<file path="src/rtl/fifo_rd_stream_pkg.sv">
// Shared definitions for the FIFO read-side stream stage: occupancy state encoding.
package fifo_rd_stream_pkg;

  localparam logic [1:0] S_ZERO = 2'd0;
  localparam logic [1:0] S_ONE  = 2'd1;
  localparam logic [1:0] S_TWO  = 2'd2;

endpackage

</file>
<file path="src/rtl/fifo_rd_stream.sv">
// Drains an async FIFO read port into a registered valid/ready stream via a 2-entry prefetch buffer.
// Optional popped-word counter on POP_CNT when FIFO_RD_STREAM_STATS_EN is defined.
module fifo_rd_stream
  import fifo_rd_stream_pkg::*;
#(
  parameter int unsigned DATA_WIDTH = 8,
  parameter int unsigned CNT_WIDTH  = 16
) (
  input  logic                  R_CLK,
  input  logic                  R_RST,
  input  logic                  EMPTY,
  input  logic [DATA_WIDTH-1:0] RD_DATA,
  output logic                  R_INC,
  output logic [DATA_WIDTH-1:0] OUT_DATA,
  output logic                  OUT_VALID,
  input  logic                  OUT_READY,
  output logic [CNT_WIDTH-1:0]  POP_CNT
);

  logic [1:0]            state_q, state_d;
  logic [DATA_WIDTH-1:0] head_q, head_d;
  logic [DATA_WIDTH-1:0] tail_q, tail_d;
  logic                  push, pop;

  // Pop request depends only on registered occupancy, so OUT_READY never reaches R_INC.
  assign R_INC     = !EMPTY && (state_q != S_TWO);
  assign push      = R_INC;
  assign OUT_VALID = (state_q != S_ZERO);
  assign pop       = OUT_VALID && OUT_READY;
  assign OUT_DATA  = head_q;

  always_comb begin
    state_d = state_q;
    head_d  = head_q;
    tail_d  = tail_q;
    case (state_q)
      S_ZERO: begin
        if (push) begin
          head_d  = RD_DATA;
          state_d = S_ONE;
        end
      end
      S_ONE: begin
        if (push && pop) begin
          head_d = RD_DATA;
        end else if (push) begin
          tail_d  = RD_DATA;
          state_d = S_TWO;
        end else if (pop) begin
          state_d = S_ZERO;
        end
      end
      S_TWO: begin
        if (pop) begin
          head_d  = tail_q;
          state_d = S_ONE;
        end
      end
      default: state_d = S_ZERO;
    endcase
  end

  always_ff @(posedge R_CLK or posedge R_RST) begin
    if (R_RST) begin
      state_q <= S_ZERO;
      head_q  <= '0;
      tail_q  <= '0;
    end else begin
      state_q <= state_d;
      head_q  <= head_d;
      tail_q  <= tail_d;
    end
  end

`ifdef FIFO_RD_STREAM_STATS_EN
  logic [CNT_WIDTH-1:0] cnt_q, cnt_d;

  always_comb begin
    cnt_d = cnt_q;
    if (pop && (cnt_q != '1)) begin
      cnt_d = cnt_q + 1'b1;
    end
  end

  always_ff @(posedge R_CLK or posedge R_RST) begin
    if (R_RST) begin
      cnt_q <= '0;
    end else begin
      cnt_q <= cnt_d;
    end
  end

  assign POP_CNT = cnt_q;
`else
  assign POP_CNT = '0;
`endif

endmodule

</file>
<file path="config.mk">
export PLATFORM = sky130hd
export DESIGN_NAME = fifo_rd_stream
export DESIGN_NICKNAME = d
export VERILOG_FILES = /design/src/rtl/fifo_rd_stream_pkg.sv /design/src/rtl/fifo_rd_stream.sv
export SDC_FILE = /design/constraint.sdc
export NUM_CORES = 1
export LEC_CHECK = 0
export CAP_MARGIN = 20
export CORE_MARGIN = 2
export CORE_UTILIZATION = 39
export CTS_CLUSTER_DIAMETER = 40
export CTS_CLUSTER_SIZE = 12
export DETAILED_ROUTE_END_ITERATION = 10
export GPL_ROUTABILITY_DRIVEN = 1
export PLACE_DENSITY = 0.77
export SETUP_SLACK_MARGIN = 0.1
export SYNTH_ARGS = -nofsm -noshare
export SYNTH_HDL_FRONTEND = slang
export SYNTH_SLANG_ARGS = --single-unit
</file>
<file path="constraint.sdc">
create_clock -name R_CLK -period 1.9 [get_ports R_CLK]
set_input_delay 0.38 -clock R_CLK [delete_from_list [all_inputs] [get_ports R_CLK]]
set_output_delay 0.38 -clock R_CLK [all_outputs]
set_load 0.05 [all_outputs]
</file>
# Yosys cells after proc, flatten, opt, wreduce, memory -nomap -nowiden
# Index checks and enable logic that the tools add are counted.
[word_totals]
out_inout_bits = 26
latch_bits = 0
in_bits = 12
memories = 0
mem_bits_rw = 0
wordCells = 32
regBits = 18
mem_bits_ro = 0
[classes]
multipliers = 0
div_mod_pow = 0
magnitude_cmp = 0
n_addsub = 0
bitwise = 1
n_eq_ne = 8
n_reduce_logical = 10
shifts = 0
n_mux = 10
[op_table]
columns = ["operator", "count"]
rows = [
  ["$mux 8", 3],
  ["$pmux 8 s3", 1],
  ["$mux 2", 5],
  ["$ne 2x2->1 const B", 5],
  ["$reduce_and 4->1", 2],
  ["$pmux 2 s3", 1],
  ["$logic_and 1x1->1", 3],
  ["$ne 3x3->1 const B", 1],
  ["$reduce_and 3->1", 1],
  ["$reduce_bool 3->1", 1],
  ["$eq 2x1->1 const B", 1],
  ["$eq 2x2->1 const B", 1],
  ["$logic_not 2->1", 1],
  ["$reduce_bool 2->1", 1],
  ["$logic_not 1->1", 1],
  ["$not 1->1", 1],
]

# Logic depth before layout (Yosys ltp)
# Gate-level depths: netlist (run 1).
[logic_depth]
word_depth = 6
mapped_depth = 4
mapped_depth_nobuf = 4

# Worst setup path after synthesis (run 1)
# OpenSTA, ideal clock, no wires.
[synth_timing]
kind = "flip-flop to output port"
from = "register state_q[0]"
to = "output port R_INC"
arrival_time_ps = 1416
path_stages_with_launch = 4
path_buffers = 1
slack_ps = 104
cell_sequence = "dfrtp_1 > nand2b_1 > buf_6 > nor2b_1"
[synth_via]
elab_chain_len = 2
[synth_rtl]
columns = ["element", "line", "source"]
rows = [
  ["from (decl)", "fifo_rd_stream.sv:20", "logic [1:0] state_q, state_d;"],
  ["from (signal assigned)", "fifo_rd_stream.sv:69", "state_q <= state_d;"],
  ["$ne 2x2->1", "fifo_rd_stream.sv:26", "assign R_INC = !EMPTY && (state_q != S_TWO);"],
  ["$logic_and 1x1->1", "fifo_rd_stream.sv:26", ""],
  ["to (decl)", "fifo_rd_stream.sv:13", "output logic R_INC,"],
]
# No other way between the ends.

# Worst setup path after layout (run 1)
[layout_timing]
from = "register state_q[0]"
to = "output port OUT_VALID"
[layout_via]
elab_chain_len = 1
[layout_rtl]
columns = ["element", "line", "source"]
rows = [
  ["$reduce_bool 2->1", "fifo_rd_stream.sv:28", "assign OUT_VALID = (state_q != S_ZERO);"],
  ["to (decl)", "fifo_rd_stream.sv:15", "output logic OUT_VALID,"],
]
# No other way between the ends.

==> flow_metrics.tcl, run 1 <==
set metrics [dict create \
    row_count 18 \
    p_leak_uw 0.000606 \
    grtUsageMet2_pct 22.6 \
    synth_flop_cell "sky130_fd_sc_hd__dfrtp_1" \
    fin_ws_ns 0.152 \
    antennaDiodeCount 0 \
    antenna_left 0 \
    max_freq_mhz 572 \
    maxCapViolations 0 \
    layout_worst_path_cycle_share_pct 92.0 \
    synth_compound_gate_area_share_pct 4.89 \
    firstDrtPassIters 3 \
    r2r_setup_slack_ns 0.31 \
    post_synth.cell_area_avg_um2 13.7 \
    clkTransAtPathRegs_ns 0.10 \
    yosysTopAreaCell "sky130_fd_sc_hd__dfrtp_1" \
    grt.met1_usage_pct 14.0 \
    yosys_register_bits 18 \
    viasPerCell 4.55 \
    synthesis.instances 73 \
    wire_length_of_the_first_global_routing_pass_um 2640 \
    report.final.setup_viol 0 \
    horizontal_extent_of_the_die_um 54.6 \
    cts.htree.levels 1 \
    synth.area.mux_share_pct 31.1 \
    num-nets-final 115 \
    cts_buffers 3 \
    hold_path.class "primary input to async pin" \
    place.detailed.hpwl_um 1190 \
    run_status "complete, no violations" \
    cp_data_required_time_ns 1.52 \
    top_usage_layer "met2" \
    startpoint_type "flop" \
    rr_endpoint "OUT_DATA[5]" \
    ys_async_sr_fraction_pct 100 \
    antenna_found_initial 0 \
    ys_types 17 \
    r2r-start "state_q[0]" \
    reg2regPathDepth 5 \
    dp_worst_setup_slack_ns -0.0691 \
    synth.cells.most_frequent "18 x sky130_fd_sc_hd__dfrtp_1, 16 x sky130_fd_sc_hd__buf_4, 16 x sky130_fd_sc_hd__mux2_2, 8 x sky130_fd_sc_hd__mux2_4" \
    yosys_warnings 0 \
    edff_count_synth 0 \
    worst-setup-path-type "flop to output pin" \
    num_vias 600 \
    worst_clock_skew_ns 0.00572 \
    synth_xor_xnor_area_share_pct 0 \
    drt_first_iter_violations 5 \
    drt_drc_violations_left 0 \
    first_global_vias 615 \
    pwr_density_cell_mw_per_mm2 1280 \
    post_route_cells_drive_above_1_share_pct 42.2 \
    synth_top_family_by_area "multiplexers" \
    cts_num_sinks 18 \
    grt_max_degree 19 \
    clock_latency_ns 0.30 \
    number_of_placed_i_o_pins 38 \
    post_synth_instance_area_um2 998 \
    stdcell_count 132 \
    critPathArrivalTime_ns 1.37 \
    totalNegativeSetupSlack_ns 0 \
    dieArea_mm2 0.00298 \
    period_minus_slack_ns 1.75 \
    synth_adder_area_share_pct 0 \
    start_util_pct 40.7 \
    routabilityCongestion 0.665 \
    final_core_utilization_pct 51.2 \
    overflow 0 \
    avgRoutedWirePerCell_um 12.6 \
    rsz0062_at_grt "false" \
    synth.yosys.seq_area_share_pct 45.1 \
    die_height_um 54.6 \
    ir_worst_vdd_mv 0.728 \
    finalMaxSlewViolations 0 \
    placed_cells 125 \
    global_route_met3_utilization_pct 2.46 \
    maximum_buffer_depth_of_the_clock_tree 2 \
    finalHoldViolations 0 \
    buffer_ports.inserted 21 \
    crit_path_max_fanout 4 \
    core_mm2 0.00245 \
    cts_tree "built" \
    synth_top_area_share_pct 45.1 \
    synthSimpleGateAreaFrac_pct 3.88 \
    dominant_cell_by_count_in_the_synthesized_netlist "sky130_fd_sc_hd__dfrtp_1" \
    layout-area-overhead-vs-synth_pct 25.9 \
    synth.area.top_cells "sky130_fd_sc_hd__dfrtp_1 45%, sky130_fd_sc_hd__mux2_2 18%, sky130_fd_sc_hd__buf_4 12%" \
    grt_use_total_pct 12.8 \
    root_buffer "sky130_fd_sc_hd__clkbuf_4" \
    drt_wl_total_um 1660 \
    crit_path_end_kind "output pin" \
]
-- where the power goes --
group	total, uW	internal [uW]	switching, uW
Clock	235	117	118
Sequential	613	529	83.4
Combinational	767	304	463
Total	1610	950	664
-- layout make-up --
type | count | area [um^2]
clock buffer | 4 | 36.3
multi-input combinational | 51 | 465
timing repair buffer | 28 | 264
fill | 230 | 1200
tap | 30 | 37.5
sequential | 18 | 450
inverter | 1 | 3.75
-- flip-flops by register name, summed over array words and instances (netlist names) --
| signal | flops |
|---|---|
| state_q | 2 |
| tail_q | 8 |
| OUT_DATA | 8 |
-- layer usage --
| metal | wire length [um] | part of all wire, % | vias to the layer above |
|---|---|---|---|
| met4 | 20 | 1.2 | 0 |
| met3 | 106 | 6.4 | 2 |
| met2 | 865 | 52 | 29 |
| li1 | - | - | 273 |
| met1 | 670 | 40 | 296 |
| met5 | 0 | 0 | - |
-- cell usage in the layout (no fill, tap or decap), types with 3 or more instances in the layout --
| cell | n |
|---|---|
| sky130_fd_sc_hd__clkdlybuf4s50_1 | 11 |
| sky130_fd_sc_hd__buf_4 | 7 |
| sky130_fd_sc_hd__dfrtp_1 | 18 |
| sky130_fd_sc_hd__mux2_2 | 16 |
| sky130_fd_sc_hd__dlygate4sd2_1 | 8 |
| sky130_fd_sc_hd__conb_1 | 16 |
| sky130_fd_sc_hd__clkbuf_4 | 3 |
| sky130_fd_sc_hd__mux2_4 | 8 |
-- stage by stage --
stage / area (um^2) / hold slack (ns) / power, uW
final: 1260 / 0.384 / 1610
after global routing: 1260 / 0.422 / 1710
after CTS: 1230 / 0.383 / 1620
after detailed placement: 1200 / 0.496 / 1420
after global placement: 1200 / 0.490 / 1400
after floorplan: 1050 / 0.319 / 1210
-- cells by family (layout without fill, tap and decap cells) --
logic type             after synthesis  after routing
multiplexers                        25             25
buffers and inverters               19             33
other                                1             16
AO/OA/AOI/OAI                        4              4
flip-flops                          18             18
AND/OR/NAND/NOR                      6              6
-- repair_timing --
action,CTS,global route
gates resized for setup,9,2
hold buffers,0,0
buffers inserted,0,3
hold endpoints to repair,0,0
setup endpoints to repair,9,1
-- critical path, stage by stage (launching register included) --
cell and delay, ns:
sky130_fd_sc_hd__dfrtp_1 0.44, sky130_fd_sc_hd__buf_4 0.16, sky130_fd_sc_hd__or2_2 0.28, sky130_fd_sc_hd__buf_4 0.19
-- how the worst max path moves through the flow --
stage,start,endpoint,slack [ns],cells past startpoint
finish,state_q[0],OUT_VALID,0.15,3
global route,state_q[0],OUT_VALID,0.10,3
CTS,state_q[0],R_INC,0.03,4
detailed placement,EMPTY,OUT_DATA[7],-0.07,5
global placement,EMPTY,OUT_DATA[0],-0.02,5
floorplan,state_q[0],R_INC,0.10,3
(Power assumes the default switching activity.)
==> run 2, diff against run 1 <==
- CORE_UTILIZATION: 39 -> 41
- GPL_ROUTABILITY_DRIVEN: 1 -> 0
- PLACE_DENSITY: 0.77 -> 0.8
==> run 2 against run 1 <==
Net effect: utilization grew 3.3 points; total power shrank 1.4%; largest cell class unchanged; highest routed layer unchanged; register-to-register slack gained 0.08 ns.
==> flow_metrics.tcl, run 2 (synthesis results as in run 1) <==
set metrics [dict create \
    run_status "complete, no violations" \
    cts_num_sinks 18 \
    num_vias 585 \
    r2r-start "state_q[0]" \
    root_buffer "sky130_fd_sc_hd__clkbuf_4" \
    crit_path_end_kind "output pin" \
    critical_path.cell_chain "clkdlybuf4s50_1 -> buf_4 -> nor2b_1 -> buf_12" \
    cts_post_setup_buffers_inserted 0 \
    cts_buffers 3 \
    firstDrtPassIters 4 \
    mostFrequentLayoutCells "18 x sky130_fd_sc_hd__dfrtp_1, 16 x sky130_fd_sc_hd__mux2_2, 16 x sky130_fd_sc_hd__conb_1" \
    row_count 17 \
    drt_wl_total_um 1540 \
    p_leak_uw 0.000586 \
    worst_clock_skew_ns 0.00158 \
    max_freq_mhz 582 \
    period_minus_slack_ns 1.72 \
    totalNegativeSetupSlack_ns 0 \
    worst_path_largest_cell_delay_ns 0.44 \
    rr_endpoint "OUT_DATA[1]" \
    horizontal_extent_of_the_die_um 53.4 \
    pwr_density_cell_mw_per_mm2 1300 \
    placed_cells 124 \
    drt_drc_violations_left 0 \
    final_core_utilization_pct 54.5 \
    rsz0062_at_grt "false" \
    max_slew_margin_pct 66.3 \
    antenna_found_initial 0 \
    reg2regPathDepth 4 \
    startpoint_type "primary input" \
    antennaDiodeCount 0 \
    tightest_slew_ns 0.508 \
    maxCapViolations 0 \
    worst_path_max_delay_cell "sky130_fd_sc_hd__clkdlybuf4s50_1" \
    grt_max_degree 19 \
    grt_use_total_pct 12.4 \
    place.detailed.hpwl_um 1210 \
    core_mm2 0.00225 \
    hold_path.class "primary input to async pin" \
    layout-area-overhead-vs-synth_pct 23.1 \
    crit_path_max_fanout 2 \
    critical_path_buf_inv_count 3 \
    cp_data_required_time_ns 1.52 \
    ir_worst_vdd_mv 0.830 \
    worst-setup-path-type "primary input to output pin" \
    layout_worst_path_cycle_share_pct 90.5 \
    start_util_pct 44.3 \
    critPathArrivalTime_ns 1.34 \
    first_global_vias 566 \
    stdcell_count 128 \
    buffer_ports.inserted 21 \
    mostFrequentLayoutCell "sky130_fd_sc_hd__dfrtp_1" \
    avgRoutedWirePerCell_um 12.1 \
    report.final.setup_viol 0 \
    post_route_cells_drive_above_1_share_pct 40.0 \
    clkTransAtPathRegs_ns 0.10 \
    finalMaxSlewViolations 0 \
    dieArea_mm2 0.00285 \
    die_height_um 53.4 \
    clock_latency_ns 0.29 \
    r2r_setup_slack_ns 0.39 \
    maximum_buffer_depth_of_the_clock_tree 2 \
    antenna_left 0 \
    finalHoldViolations 0 \
    drt_first_iter_violations 2 \
    overflow 0 \
    num-nets-final 113 \
    viasPerCell 4.57 \
    kind_of_cell_adding_the_most_delay_to_the_critical_path "buffers and inverters" \
    cts_tree "built" \
    power_uw 1590 \
    wire_length_of_the_first_global_routing_pass_um 2520 \
    number_of_placed_i_o_pins 38 \
    hold_bufs_inserted_after_cts 0 \
    cts.htree.levels 1 \
]
-- run 2: cell count changes in the layout (fill, tap and decap cells not counted) --
cell	delta
sky130_fd_sc_hd__buf_4	-1
sky130_fd_sc_hd__nor2b_1	+1
sky130_fd_sc_hd__buf_6	-1
sky130_fd_sc_hd__nor2b_4	-1
-- run 2: power breakdown --
part	internal, uW	switching (uW)	leakage [uW]	total, uW
sequential	529	83.1	0.000213	612
clock	117	113	0.0000210	230
combinational	289	460	0.000352	750
-- run 2: what timing repair did --
item | CTS | global route
gates resized for setup | 8 | 0
endpoints found under the hold margin | 0 | 0
setup endpoints to repair | 8 | 0
-- run 2: cell type report --
cell class | count | area, um^2
clock buffers | 4 | 36.3
fillers | 200 | 1030
inverters | 1 | 3.75
multi-input cells | 51 | 458
flip-flops and latches | 18 | 450
well taps | 28 | 35.0
repair buffers | 26 | 245
-- run 2: worst reg2reg max path, cell delays in order, from the launching register on --
cell and delay [ns]:
sky130_fd_sc_hd__dfrtp_1 0.44, sky130_fd_sc_hd__nand2b_1 0.18, sky130_fd_sc_hd__buf_4 0.20, sky130_fd_sc_hd__mux2_4 0.31, sky130_fd_sc_hd__mux2_2 0.26
-- run 2: how the worst max path moves through the flow --
| stage | start | to | slack [ns] | depth (start not counted) |
|---|---|---|---|---|
| final | EMPTY | R_INC | 0.18 | 4 |
| after global routing | EMPTY | R_INC | 0.13 | 4 |
| after CTS | EMPTY | R_INC | 0.17 | 4 |
| after detailed placement | EMPTY | OUT_DATA[1] | -0.02 | 5 |
| after global placement | EMPTY | OUT_DATA[0] | 0.03 | 5 |
| after floorplan | state_q[0] | R_INC | 0.10 | 3 |
-- run 2: per-stage QoR --
stage          hold WS, ns  instance area, um^2  setup slack [ns]
2_1_floorplan        0.319                 1050             0.104
5_1_grt              0.435                 1230             0.133
3_5_place_dp         0.496                 1200           -0.0230
4_1_cts              0.405                 1230             0.166
3_3_place_gp         0.488                 1200            0.0291
6_report             0.397                 1230             0.181
-- run 2: metal layers --
metal / vias up / track usage (%) / share of wire, %
met5: - / 0 / 0
met4: 0 / 3.85 / 1.4
met3: 4 / 2.26 / 9.2
met2: 32 / 23.3 / 49
met1: 280 / 13.9 / 40
li1: 269 / - / -
==> run 3, diff against run 2 <==
- CAP_MARGIN: 20 -> unset
==> results of run 3 <==
The final DEF is identical to that of run 2; final timing and power are the same.
